<file path="config.mk">
export PLATFORM = sky130hd
export DESIGN_NAME = countdown_timer
export DESIGN_NICKNAME = d
export VERILOG_FILES = /design/src/rtl/clock_pkg.sv /design/src/rtl/down_counter.sv /design/src/rtl/countdown_timer.sv
export SDC_FILE = /design/constraint.sdc
export NUM_CORES = 1
export LEC_CHECK = 0
export ABC_CLOCK_PERIOD_IN_PS = 2100
export BUFFER_PORTS_ARGS = -buffer_cell sky130_fd_sc_hd__buf_2
export CORE_MARGIN = 4
export CORE_UTILIZATION = 50
export DETAILED_ROUTE_END_ITERATION = 16
export GPL_TIMING_DRIVEN = 0
export PLACE_DENSITY = 0.84
export SLEW_MARGIN = 20
export SYNTH_ARGS = -nofsm -noshare
export SYNTH_HDL_FRONTEND = slang
export SYNTH_SLANG_ARGS = --single-unit
</file>
<file path="constraint.sdc">
create_clock -name clk -period 2.1 [get_ports clk]
set_clock_uncertainty 0.05 [all_clocks]
set_input_delay 0.21 -clock clk [delete_from_list [all_inputs] [get_ports clk]]
set_output_delay 0.21 -clock clk [all_outputs]
set_load 0.01 [all_outputs]
</file>
<file path="src/rtl/clock_pkg.sv">
`default_nettype none
// ============================================================================
// Module      : clock_pkg
// Description : Shared types and defaults for the countdown timer slice:
//               6-bit time-field type, timer FSM state encoding, default
//               hour/minute limits and a field clamp helper.
// Revision    : 1.0 - initial release
// ============================================================================
package clock_pkg;

    // One hours/minutes/seconds field
    typedef logic [5:0] time_field_t;

    // Timer FSM states, explicit 2-bit encoding
    typedef enum logic [1:0] {
        ST_IDLE    = 2'd0,
        ST_RUN     = 2'd1,
        ST_PAUSED  = 2'd2,
        ST_EXPIRED = 2'd3
    } state_t;

    localparam int c_MAX_HRS_DEFAULT = 23;
    localparam int c_MAX_MIN_DEFAULT = 59;

    // Saturate a preset field to its legal maximum
    function automatic time_field_t clamp_field(input time_field_t val,
                                                input time_field_t lim);
        return (val > lim) ? lim : val;
    endfunction

endpackage
`default_nettype wire

</file>
<file path="src/rtl/down_counter.sv">
`default_nettype none
// ============================================================================
// Module      : down_counter
// Description : One time field of the countdown chain. Decrements when
//               enabled, wraps from zero to wrap_val and raises borrow for
//               the next more-significant field in that same cycle.
//               A load always pre-empts counting and suppresses borrow.
// Revision    : 1.0 - initial release
// ============================================================================
module down_counter
    import clock_pkg::*;
(
    input  logic       clk,
    input  logic       reset,
    input  logic       en,
    input  logic       load,
    input  logic [5:0] load_val,
    input  logic [5:0] wrap_val,
    output logic [5:0] count,
    output logic       borrow
);

    assign borrow = en && !load && (count == 6'd0);

    // Field register: load beats decrement; zero wraps to the field maximum
    always_ff @(posedge clk or negedge reset) begin
        if (!reset) begin
            count <= 6'd0;
        end else if (load) begin
            count <= load_val;
        end else if (en) begin
            count <= (count == 6'd0) ? wrap_val : (count - 6'd1);
        end
    end

endmodule
`default_nettype wire

</file>
<file path="src/rtl/countdown_timer.sv">
`default_nettype none
// ============================================================================
// Module      : countdown_timer
// Description : HH:MM:SS countdown timer driven by a one-second tick strobe.
//               States IDLE / RUN / PAUSED / EXPIRED; load > pause > start.
//               Optional macro COUNTDOWN_AUTO_RELOAD_EN: on expiry the count
//               reloads from a shadow copy of the last preset, done pulses
//               and the timer keeps running (expired never asserts).
// Revision    : 1.0 - initial release
// ============================================================================
module countdown_timer
    import clock_pkg::*;
#(
    parameter int MAX_HRS = c_MAX_HRS_DEFAULT,
    parameter int MAX_MIN = c_MAX_MIN_DEFAULT
) (
    input  logic       clk,
    input  logic       reset,
    input  logic       tick,
    input  logic       load,
    input  logic [5:0] load_hrs,
    input  logic [5:0] load_min,
    input  logic [5:0] load_sec,
    input  logic       start,
    input  logic       pause,
    output logic [5:0] count_hrs,
    output logic [5:0] count_min,
    output logic [5:0] count_sec,
    output logic       running,
    output logic       done,
    output logic       expired
);

    localparam time_field_t c_MAX_HRS_F = MAX_HRS[5:0];
    localparam time_field_t c_MAX_MIN_F = MAX_MIN[5:0];

    state_t      r_state;
    state_t      w_state_nxt;
    logic        w_dec;
    logic        w_zero;
    logic        w_last;
    logic        w_expire;
    logic        w_cnt_load;
    logic        w_sec_borrow;
    logic        w_min_borrow;
    logic        w_hrs_borrow;
    time_field_t w_ld_hrs;
    time_field_t w_ld_min;
    time_field_t w_ld_sec;
    time_field_t w_val_hrs;
    time_field_t w_val_min;
    time_field_t w_val_sec;

    assign w_ld_hrs = clamp_field(load_hrs, c_MAX_HRS_F);
    assign w_ld_min = clamp_field(load_min, c_MAX_MIN_F);
    assign w_ld_sec = clamp_field(load_sec, c_MAX_MIN_F);

    // A tick only counts in the registered RUN state and loses to load
    assign w_dec  = (r_state == ST_RUN) && tick && !load;
    assign w_zero = (count_hrs == 6'd0) && (count_min == 6'd0) && (count_sec == 6'd0);
    assign w_last = w_dec && (count_hrs == 6'd0) && (count_min == 6'd0)
                    && (count_sec == 6'd1);
    // An hours borrow means a decrement from 00:00:00, which the FSM never
    // allows; fold it into expiry so the block cannot run on past zero.
    assign w_expire = w_last || w_hrs_borrow;

`ifdef COUNTDOWN_AUTO_RELOAD_EN
    localparam logic c_AUTO_RELOAD = 1'b1;

    time_field_t r_shadow_hrs;
    time_field_t r_shadow_min;
    time_field_t r_shadow_sec;

    // Shadow copy of the last clamped preset, replayed on every expiry
    always_ff @(posedge clk or negedge reset) begin
        if (!reset) begin
            r_shadow_hrs <= 6'd0;
            r_shadow_min <= 6'd0;
            r_shadow_sec <= 6'd0;
        end else if (load) begin
            r_shadow_hrs <= w_ld_hrs;
            r_shadow_min <= w_ld_min;
            r_shadow_sec <= w_ld_sec;
        end
    end

    assign w_cnt_load = load || w_expire;
    assign w_val_hrs  = load ? w_ld_hrs : r_shadow_hrs;
    assign w_val_min  = load ? w_ld_min : r_shadow_min;
    assign w_val_sec  = load ? w_ld_sec : r_shadow_sec;
`else
    localparam logic c_AUTO_RELOAD = 1'b0;

    assign w_cnt_load = load;
    assign w_val_hrs  = w_ld_hrs;
    assign w_val_min  = w_ld_min;
    assign w_val_sec  = w_ld_sec;
`endif

    down_counter u_sec (
        .clk      (clk),
        .reset    (reset),
        .en       (w_dec),
        .load     (w_cnt_load),
        .load_val (w_val_sec),
        .wrap_val (c_MAX_MIN_F),
        .count    (count_sec),
        .borrow   (w_sec_borrow)
    );

    down_counter u_min (
        .clk      (clk),
        .reset    (reset),
        .en       (w_sec_borrow),
        .load     (w_cnt_load),
        .load_val (w_val_min),
        .wrap_val (c_MAX_MIN_F),
        .count    (count_min),
        .borrow   (w_min_borrow)
    );

    down_counter u_hrs (
        .clk      (clk),
        .reset    (reset),
        .en       (w_min_borrow),
        .load     (w_cnt_load),
        .load_val (w_val_hrs),
        .wrap_val (c_MAX_HRS_F),
        .count    (count_hrs),
        .borrow   (w_hrs_borrow)
    );

    // Next-state: load overrides all; a pending pause also blocks start;
    // expiry outranks a pause arriving on the final tick
    always_comb begin
        w_state_nxt = r_state;
        if (load) begin
            w_state_nxt = ST_IDLE;
        end else begin
            case (r_state)
                ST_IDLE, ST_PAUSED: begin
                    if (!pause && start && !w_zero) w_state_nxt = ST_RUN;
                end
                ST_RUN: begin
                    if (w_expire)   w_state_nxt = c_AUTO_RELOAD ? ST_RUN : ST_EXPIRED;
                    else if (pause) w_state_nxt = ST_PAUSED;
                end
                ST_EXPIRED: w_state_nxt = ST_EXPIRED;
                default:    w_state_nxt = ST_IDLE;
            endcase
        end
    end

    // State register with registered status decodes and done pulse
    always_ff @(posedge clk or negedge reset) begin
        if (!reset) begin
            r_state <= ST_IDLE;
            running <= 1'b0;
            expired <= 1'b0;
            done    <= 1'b0;
        end else begin
            r_state <= w_state_nxt;
            running <= (w_state_nxt == ST_RUN);
            expired <= (w_state_nxt == ST_EXPIRED);
            done    <= w_expire;
        end
    end

endmodule
`default_nettype wire

</file>
# Word-level counts from Yosys, hierarchy flattened
# Cells that the tools add are included.
word_totals:
  regBits: 23
  inputBits: 24
  output_inout_bits: 21
  wordCells: 63
op_classes:
  addsub: 3
  order_cmp: 3
  eq_ne: 6
  mux: 17
  reduce_logical: 27
ops:
  columns: ["op", "n"]
  rows:
  - ["2-to-1 mux 6 bit", 12]
  - ["logical NOT 6 bit", 3]
  - ["subtractor 6 x 1 -> 6 bit, second input constant", 3]
  - ["logical AND 1 bit", 15]
  - ["greater-than comparator 6 bit, second input constant", 2]
  - ["2-to-1 mux 2 bit", 4]
  - ["equality test 2 bit, second input constant", 3]
  - ["equality test 6 x 1 -> 1 bit, second input constant", 1]
  - ["greater-than comparator 6 x 5 -> 1 bit, second input constant", 1]
  - ["case mux 2 bit (3 select lines)", 1]
  - ["nonzero test 2 bit", 3]
  - ["equality test 2 x 1 -> 1 bit, second input constant", 2]
  - ["logical NOT 1 bit", 3]
  - ["logical NOT 2 bit", 1]
  - ["OR reduction 2 bit", 1]
  - ["logical OR 1 bit", 1]

# Logic depth before layout (Yosys ltp)
# Gate-level depths: netlist of the first run.
depth:
  depth_word: 14
  ltp_mapped: 7

# Hierarchy
# A second synthesis of the first run with hierarchy kept.
unflattened:
  cells_unflattened: 206
  area_unflattened_um2: 1779.2
modules_own_cells:
  columns: ["mod", "n_inst", "cells_per_inst", "area_per_inst_um2", "seq_area_each_um2"]
  rows:
  - ["down_counter", 3, 50, 454.2, 150.1]
  - ["countdown_timer", 1, 56, 416.6, 125.1]

# Worst setup path before layout of the first run
# OpenSTA, ideal clock, no wires.
synth_timing:
  path_kind: "reg2reg"
  start: "register u_sec.count[0]"
  end: "register u_min.count[5]"
  setup_ns: 0.119
  arrival_ns: 1.738
  t_required_ns: 1.931
  slack_ns: 0.193
  stages_incl_launch_ff: 7
  synth_period_minus_slack_ns: 1.907
  path_cell_list: "dfrtp_1 > inv_1 > ha_1 > nor2b_1 > a31oi_1 > o32a_1 > o21a_1"
synth_via:
  elab_chain_len: 3
synth_rtl:
  columns: ["item", "line", "rtl"]
  rows:
  - ["from (decl)", "down_counter.sv:19", "output logic [5:0] count,"]
  - ["from (signal assigned)", "down_counter.sv:30", "count <= load_val;"]
  - ["from (signal assigned)", "down_counter.sv:32", "count <= (count == 6'd0) ? wrap_val : (count - 6'd1);"]
  - ["logical NOT 6 bit", "down_counter.sv:23", "assign borrow = en && !load && (count == 6'd0);"]
  - ["logical AND 1 bit", "down_counter.sv:23", null]
  - ["nonzero test 2 bit (no line)", null, null]
  - ["to (signal assigned)", "down_counter.sv:30", null]
  - ["to (signal assigned)", "down_counter.sv:32", null]
  - ["to (decl)", "down_counter.sv:19", null]
# No other way between the ends.
# A chain may end at the register's enable or synchronous reset.

# Worst setup path in the final report of the first run
layout_timing:
  start: "register u_sec.count[1]"
  end: "register u_min.count[5]"
# The elaborated chain is that of the path after synthesis.

==> results.toml, run 1 <==
[outcome]
status = "finished clean"

[pwr]
powerDensity_nw_per_um2 = 638
pwr-share-clk_pct = 17.7
peakVddDrop_uv = 313
p_int_uw = 748
seq_power_share_pct = 47.2
leakage_uw = 0.000905
swShare_pct = 37.7
power_frac_comb_pct = 35.1
p_switching_uw = 452

[final_layout]
final_nets = 258
post-route-cell-area_um2 = 1880
fin_util_pct = 66.0
antenna_cells = 0
syn2layout_area_growth_pct = 21.2
drive_gt1_share_pct = 28.3
fill_cells = 251
fin_cells = 257
regArea_um2 = 576
multi_input_area_um2 = 915

[sta]
max_freq_mhz = 505
finalCritPeriodShare_pct = 94.4
setup_viol = 0
slew_headroom_pct = 62.6
final.min_clock_period_ps = 1980
hold_viol_final = 0
final_max_slew_viol_count = 0
worst_slew_pin_slew_ps = 555

[min_path]
min_to = "u_sec.count[3]$_DFFE_PN0P_"
min_path_cells = 3
hp-class = "input pin to flop"
min_from = "load_sec[3]"

[placed_design]
port_buffers = 43
post-dp-hpwl_um = 3080
postPlaceCellArea_um2 = 1810
routabilityCongestion = 0.910
dpl.cell_count = 249

[die]
die_h_um = 63.8
core_um2 = 2850
pin_count = 45
die_width_um = 63.8
die-area_um2 = 4060
num_rows = 19
initial_core_util_pct = 54.5

[routing]
wl_met2_um = 2030
top_layer_used = "met4"
wl_per_cell_um = 16.4
initialDrtViolationCount = 157
ant_nets = 0
wl_met3_um = 344
routed_via_density = 6.44
wl_met1_um = 1820
routed-via-count = 1656
wirelength_um = 4230
drc_errors = 0
firstDrtPassIters = 4

[setup_path]
critPathMaxFanout = 8
r2r-end = "u_min.count[5]$_DFFE_PN0P_"
endpoint_kind = "flop"
cp_data_arrival_time_ps = 2170
path_class = "flop to flop"
r2r_start = "u_sec.count[1]$_DFFE_PN0P_"
r2r_slack_ps = 120
reg2reg_depth = 6
worst_setup_path_start_kind = "flop"
cp.required_ps = 2290

[logic_synthesis]
ys.flop_type = "dfrtp_1"
synth_largest_area_cell = "dfrtp_1"
synth_top_cell_area_share_pct = 37.0
synth_common_cells = "23 x dfrtp_1, 15 x o21ai_0, 14 x a21oi_1, 13 x inv_1, 12 x nand2_1"
syn_area_per_cell_um2 = 8.88
synth-seq-area-share_pct = 37.0
netlist_instances = 175
synthTopCellsByArea = "dfrtp_1 37%, ha_1 5.6%, o21ai_0 4.8%"
ys_async_sr_fraction_pct = 100
yosys_warnings = 0
synth_area_um2 = 1550
synth_edf_count = 0
ys_seq_elements = 23
synth_nets = 206
synth_most_common_cell = "dfrtp_1"
synth.distinct_cells = 50

[clock_network]
clkSinkCount = 23
numCtsBuffers = 3
cts.path.max_buffers = 2
htree_levels = 1
cts_tree = "built"
clk_pin_slew_ps = 140
clock_latency_ps = 330
root_buffer = "clkbuf_4"

[global_route]
grt_pass1_wl_um = 7220
grt_pass1_vias = 1589
track_usage_pct = 21.7
antenna_found_initial = 0
grt_max_degree = 24
grt_overflow = 0

[flow_run]
cap_viol_max_count = 0
-- metrics by stage --
step / power [uW] / hold slack, ps / TNS (ps) / setup slack [ps]
finish: 1200 / 45.2 / 0 / 118
global route: 1290 / 57.4 / -18.9 / -18.9
CTS: 1180 / 50.8 / 0 / 76.0
detailed placement: 972 / 165 / -47.5 / -47.5
global placement: 957 / 165 / -54.3 / -54.3
floorplan: 820 / -136 / 0 / 193
-- cell type report --
type	count	area share (%)
sequential	23	30.6
inverter	13	2.59
clock buffer	3	1.20
buffer	7	1.59
multi-input combinational	132	48.6
timing repair buffer	47	13.2
clock inverter	1	0.266
tap	31	2.06
-- power by group through the flow --
| stage | Clock [uW] | Sequential, uW | Combinational, uW |
|---|---|---|---|
| 2_1_floorplan | 0 | 583 | 237 |
| 6_report | 212 | 567 | 422 |
| 3_3_place_gp | 0 | 571 | 387 |
| 3_5_place_dp | 0 | 572 | 400 |
| 4_1_cts | 214 | 564 | 404 |
| 5_1_grt | 234 | 578 | 474 |
-- layer usage --
layer / up-vias / global-route usage [%]
li1: 768 / -
met1: 786 / 30.0
met2: 98 / 35.6
met3: 4 / 2.80
met4: 0 / 6.47
met5: - / 0
-- kinds of logic (layout without fill, tap and decap cells) --
group,after synthesis,after routing,synth area share [%]
adders and majority gates,7,7,5.64
and+or+nand+nor,54,54,21.1
DFF,23,23,37.0
AOI/OAI and AO/OA,71,71,31.2
buffers and inverters,20,71,5.07
-- what timing repair did --
item                       in CTS  in global routing
buffers inserted                0                  3
hold endpoints to repair       23                  0
resized for setup               1                  2
hold buffers                    1                  0
setup endpoints to repair       1                  8
pin swaps                       0                  1
-- worst max-delay path by stage --
| stage | start | to | slack [ps] | cells after the start |
|---|---|---|---|---|
| after floorplan | u_sec.count[0]$_DFFE_PN0P_ | u_min.count[5]$_DFFE_PN0P_ | 190 | 6 |
| after global placement | u_sec.count[1]$_DFFE_PN0P_ | u_min.count[5]$_DFFE_PN0P_ | -50 | 6 |
| after detailed placement | u_sec.count[1]$_DFFE_PN0P_ | u_min.count[5]$_DFFE_PN0P_ | -50 | 6 |
| after CTS | u_sec.count[0]$_DFFE_PN0P_ | u_min.count[5]$_DFFE_PN0P_ | 80 | 6 |
| after global routing | u_hrs.count[0]$_DFFE_PN0P_ | r_state[1]$_DFF_PN0_ | -20 | 7 |
| final | u_sec.count[1]$_DFFE_PN0P_ | u_min.count[5]$_DFFE_PN0P_ | 120 | 6 |
-- critical path, stage by stage (launching register included) --
cell,delay (ps)
dfrtp_1,440
inv_1,140
ha_1,210
nor2b_2,330
a31oi_2,240
o32a_1,400
o21a_1,100
-- cells in the final DEF (no fill, tap or decap), drive strengths merged, types with 2 or more instances in the layout --
cell type and count:
nor3 4, o21ai 15, or3 3, a21oi 14
clkbuf 6, nand3 5, nand2 12, a31oi 4
o31ai 2, o221a 2, a21o 5, o21a 4
nand2b 3, dfrtp 23, nand4 4, buf 50
and4 2, nor2 10, ha 7, nor4 5
inv 13, a41oi 2, o2bb2ai 4, a22o 3
o22ai 3
-- registers in the layout, indices dropped and copies added, names as in the netlist --
register and flops:
expired 1, u_sec.count 6, r_state 2, u_hrs.count 6, u_min.count 6, running 1, done 1
Note: power is estimated with default switching activity, not from simulation.
==> run 2: changes to the inputs <==
--- a/config.mk
+++ b/config.mk
@@ -9,6 +9,7 @@
 export BUFFER_PORTS_ARGS = -buffer_cell sky130_fd_sc_hd__buf_2
 export CORE_MARGIN = 4
 export CORE_UTILIZATION = 50
+export CTS_BUF_LIST = sky130_fd_sc_hd__clkbuf_8
 export DETAILED_ROUTE_END_ITERATION = 16
 export GPL_TIMING_DRIVEN = 0
 export PLACE_DENSITY = 0.84
==> run 2 against run 1 <==
Utilization barely moved. Power rose by 4.7%. Final area barely moved. Largest power group unchanged. Register-to-register slack improved by 80 ps. Worst setup slack improved by 81 ps.
==> results.toml, run 2 (same netlist as run 1, synthesis figures left out) <==
[outcome]
status = "finished clean"

[final_layout]
reg.largest.list = "u_hrs.count x6, u_min.count x6, u_sec.count x6"
final_nets = 255
multi_input_area_um2 = 920
post-route-cell-area_um2 = 1880
syn2layout_area_growth_pct = 21.3
antenna_cells = 0
final_common_cell = "buf_2"
regArea_um2 = 576
drive_gt1_share_pct = 27.4
fill_cells = 256
final_cell_mix = "46 x buf_2, 23 x dfrtp_1, 15 x o21ai_0"

[sta]
max_freq_mhz = 526
final.min_clock_period_ps = 1900
worst_slew_pin_slew_ps = 545
finalCritPeriodShare_pct = 90.5
slew_headroom_pct = 63.4
final_max_slew_viol_count = 0
rsz0062_at_grt = "false"
hold_viol_final = 0
setup_viol = 0

[setup_path]
path_buf_inv = 0
cp.required_ps = 2260
endpoint_kind = "flop"
path_class = "flop to flop"
cp_data_arrival_time_ps = 2070
slowest_delay_ps = 510
critPathMaxFanout = 7
path_delay_family = "compound AO/OA/AOI/OAI gates"
critPathSlowestCell = "nor4_4"
path_cells = "nor4_4, a21oi_1, a222oi_1, o21a_1"
worst_setup_path_start_kind = "flop"

[routing]
routed-via-count = 1645
ant_nets = 0
wl_per_cell_um = 16.4
routed_via_density = 6.48
initialDrtViolationCount = 211
firstDrtPassIters = 4
wirelength_um = 4170
drc_errors = 0

[placed_design]
routabilityCongestion = 0.910
postPlaceCellArea_um2 = 1810
port_buffers = 43
post-dp-hpwl_um = 3080

[global_route]
grt_pass1_vias = 1564
use_met1_pct = 30.2
track_usage_pct = 21.8
grt_pass1_wl_um = 7250
antenna_found_initial = 0
top_usage_layer = "met2"
grt_overflow = 0
grtUsageMet2_pct = 36.4
grt_use_met3_pct = 2.28
grt_max_degree = 24

[pwr]
total_power_uw = 1260
swShare_pct = 36.1
powerDensity_nw_per_um2 = 667
power_frac_comb_pct = 32.9
seq_power_share_pct = 45.1
p_int_uw = 804
peakVddDrop_uv = 318
leakage_uw = 0.000899
pwr-share-clk_pct = 21.9
p_switching_uw = 454

[die]
pin_count = 45
die_width_um = 63.8
num_rows = 19
die_h_um = 63.8
die-area_um2 = 4060
initial_core_util_pct = 54.5
core_um2 = 2850

[clock_network]
cts_tree = "built"
clk_pin_slew_ps = 90
htree_levels = 1
clock_latency_ps = 270
post_cts_buffers = 0
numCtsBuffers = 3
cts.path.max_buffers = 2
root_buffer = "clkbuf_8"
clkSinkCount = 23

[min_path]
hp-class = "input pin to flop"

[flow_run]
cap_viol_max_count = 0
## run 2: changes by cell type in the layout (fill, tap and decap cells not counted), sizes merged
cell	previous run	this run
buf	50	47
## run 2: routing by layer
layer,share of wire (%),vias up
met1,42,798
met2,49,78
met4,0.91,0
li1,-,764
met3,7.9,5
met5,0,-
## run 2: final cells by class
type | instances | share of cell area, %
flip-flops and latches | 23 | 30.5
well taps | 31 | 2.06
inverters | 13 | 2.59
multi-input cells | 132 | 48.8
clock buffers | 3 | 2.19
repair buffers | 44 | 12.0
clock inverters | 1 | 0.266
plain buffers | 7 | 1.59
## run 2: metrics by stage
step | std cells | worst slack (ps) | utilization (%) | setup TNS [ps] | hold slack (ps)
detailed placement | 249 | -47.5 | 63.4 | -47.5 | 165
CTS | 254 | 56.2 | 65.4 | 0 | 111
global placement | 249 | -54.3 | 63.4 | -54.3 | 165
global route | 254 | 2.28 | 66.1 | 0 | 129
finish | 254 | 199 | 66.1 | 0 | 111
floorplan | 175 | 193 | - | 0 | -136
## run 2: what timing repair did
action / CTS / global route
pin swaps: 0 / 1
resized for setup: 1 / 3
cloned: 0 / 0
hold buffers: 1 / 0
endpoints found under the setup margin: 1 / 8
hold endpoints to repair: 23 / 0
## run 2: path summary, 6_finish.rpt
kind,startpoint,endpoint,slack [ps],depth (start not counted)
max in group asynchronous,reset,u_sec.count[2]$_DFFE_PN0P_,1250,2
min in group asynchronous,reset,u_min.count[4]$_DFFE_PN0P_,390,2
worst min register to register,u_min.count[0]$_DFFE_PN0P_,u_min.count[0]$_DFFE_PN0P_,480,2
worst max register to register,u_min.count[4]$_DFFE_PN0P_,u_hrs.count[4]$_DFFE_PN0P_,200,4
worst min-delay path,load_sec[3],u_sec.count[3]$_DFFE_PN0P_,110,3
worst max-delay path,u_min.count[4]$_DFFE_PN0P_,u_hrs.count[4]$_DFFE_PN0P_,200,4
## run 2: power groups by stage
stage,combinational [uW],sequential (uW),clock [uW]
floorplan,237,583,0
global placement,387,571,0
global route,468,578,301
detailed placement,400,572,0
CTS,404,564,284
finish,414,567,276
## run 2: worst min-delay path: cells and delay by family
| kind | cells | cell delay (ps) |
|---|---|---|
| simple gates | 1 | 50 |
| buf+inv | 1 | 90 |
| compound gates | 1 | 60 |
==> run 3: changes to the inputs <==
--- a/config.mk
+++ b/config.mk
@@ -13,6 +13,7 @@
 export DETAILED_ROUTE_END_ITERATION = 16
 export GPL_TIMING_DRIVEN = 0
 export PLACE_DENSITY = 0.84
+export RECOVER_POWER = 100
 export SLEW_MARGIN = 20
 export SYNTH_ARGS = -nofsm -noshare
 export SYNTH_HDL_FRONTEND = slang
==> run 3 against run 2 <==
Utilization fell by 0.96 points. First-iteration DRC count fell by 8.1%. Clock-buffer cell count did not move. Fmax fell by 0.60%. Cell count did not move. Largest cell class unchanged.
==> results.toml, run 3 (same netlist as run 1, synthesis figures left out) <==
[global_route]
grt_pass1_vias = 1564
track_usage_pct = 21.8
grt_max_degree = 24
antenna_found_initial = 0
grt_overflow = 0
grt_pass1_wl_um = 7250

[sta]
max_freq_mhz = 523
setup_viol = 0
rsz0062_at_grt = "false"
hold_slack_ps = 110
fin_setup_tns_ps = 0
final.min_clock_period_ps = 1910
slew_headroom_pct = 15.5
finalCritPeriodShare_pct = 91.1
worst_slew_pin_slew_ps = 1270
hold_viol_final = 0
final_max_slew_viol_count = 0

[pwr]
peakVddDrop_uv = 317
leakage_uw = 0.000827
powerDensity_nw_per_um2 = 671

[final_layout]
post-route-cell-area_um2 = 1860
final_nets = 255
syn2layout_area_growth_pct = 19.5
fill_cells = 266
drive_gt1_share_pct = 17.5
final_common_cell = "clkbuf_1"
antenna_cells = 0
fin_cells = 254
final_cell_mix = "25 x clkbuf_1, 24 x buf_2, 23 x dfrtp_1"
reg.largest.list = "u_hrs.count x6, u_min.count x6, u_sec.count x6"

[min_path]
min_from = "load_sec[3]"
hp-class = "input pin to flop"
min_path_cells = 3
min_to = "u_sec.count[3]$_DFFE_PN0P_"

[placed_design]
postPlaceCellArea_um2 = 1810
routabilityCongestion = 0.910
dpl.cell_count = 249
post-dp-hpwl_um = 3080
port_buffers = 43

[die]
initial_core_util_pct = 54.5
die_h_um = 63.8
pin_count = 45
num_rows = 19
die_width_um = 63.8
die-area_um2 = 4060
core_um2 = 2850

[clock_network]
htree_levels = 1
cts.path.max_buffers = 2
clk_pin_slew_ps = 90
cts_tree = "built"
clkSinkCount = 23
clock_latency_ps = 270
numCtsBuffers = 3
post_cts_buffers = 0
root_buffer = "clkbuf_8"

[setup_path]
critPathMaxFanout = 7
r2r-end = "u_hrs.count[4]$_DFFE_PN0P_"
cp.required_ps = 2260
reg2reg_depth = 4
r2r_start = "u_min.count[4]$_DFFE_PN0P_"
endpoint_kind = "flop"
worst_setup_path_start_kind = "flop"
path_class = "flop to flop"
cp_data_arrival_time_ps = 2080
r2r_slack_ps = 190

[flow_run]
cap_viol_max_count = 0

[routing]
initialDrtViolationCount = 194
routed-via-count = 1644
ant_nets = 0
firstDrtPassIters = 4
routed_via_density = 6.47
drc_errors = 0
wirelength_um = 4160
wl_per_cell_um = 16.4

[outcome]
status = "finished clean"
[run 3: layer usage]
metal / share of wire [%] / vias up / global-route usage, %
met4: 0.96 / 0 / 5.66
met1: 43 / 782 / 30.2
met2: 48 / 89 / 36.4
li1: - / 766 / -
met5: 0 / - / 0
met3: 8.2 / 7 / 2.28
[run 3: worst max path at each step]
stage	start	endpoint	slack, ps	depth (start not counted)
floorplan	u_sec.count[0]$_DFFE_PN0P_	u_min.count[5]$_DFFE_PN0P_	190	6
global placement	u_sec.count[1]$_DFFE_PN0P_	u_min.count[5]$_DFFE_PN0P_	-50	6
detailed placement	u_sec.count[1]$_DFFE_PN0P_	u_min.count[5]$_DFFE_PN0P_	-50	6
CTS	u_sec.count[1]$_DFFE_PN0P_	u_min.count[5]$_DFFE_PN0P_	60	6
global route	u_hrs.count[0]$_DFFE_PN0P_	r_state[1]$_DFF_PN0_	1	7
finish	u_min.count[4]$_DFFE_PN0P_	u_hrs.count[4]$_DFFE_PN0P_	190	4
[run 3: critical path, stage by stage (launching register included)]
cell and delay (ps):
dfrtp_1 460, nor4_4 520, a21oi_1 280, a222oi_1 380, o21a_1 160
[run 3: area by class of cell]
| type | instances | area (um2) | share of cell area, % |
|---|---|---|---|
| timing repair buffer | 44 | 198 | 10.6 |
| inverter | 13 | 48.8 | 2.63 |
| tap | 31 | 38.8 | 2.09 |
| buffer | 7 | 30.0 | 1.62 |
| sequential | 23 | 576 | 31.0 |
| multi-input combinational | 132 | 920 | 49.5 |
| clock inverter | 1 | 5.00 | 0.270 |
| clock buffer | 3 | 41.3 | 2.22 |
[run 3: power by group]
part	leakage [uW]	internal, uW	switching (uW)
clock	0.0000255	133	144
sequential	0.000288	493	76.2
combinational	0.000514	166	235
total	0.000827	791	456
[run 3: timing repair]
| action | CTS | global route |
|---|---|---|
| endpoints found under the setup margin | 1 | 8 |
| gates resized for setup | 1 | 3 |
| hold endpoints to repair | 23 | 0 |
| pin swaps | 0 | 1 |
| hold buffers | 1 | 0 |
[run 3: stage by stage]
stage	power (uW)	setup WS [ps]	util [%]
detailed placement	972	-47.5	63.4
CTS	1250	56.2	65.4
global route	1340	1.37	65.1
floorplan	820	193	-
global placement	957	-54.3	63.4
finish	1250	187	65.1
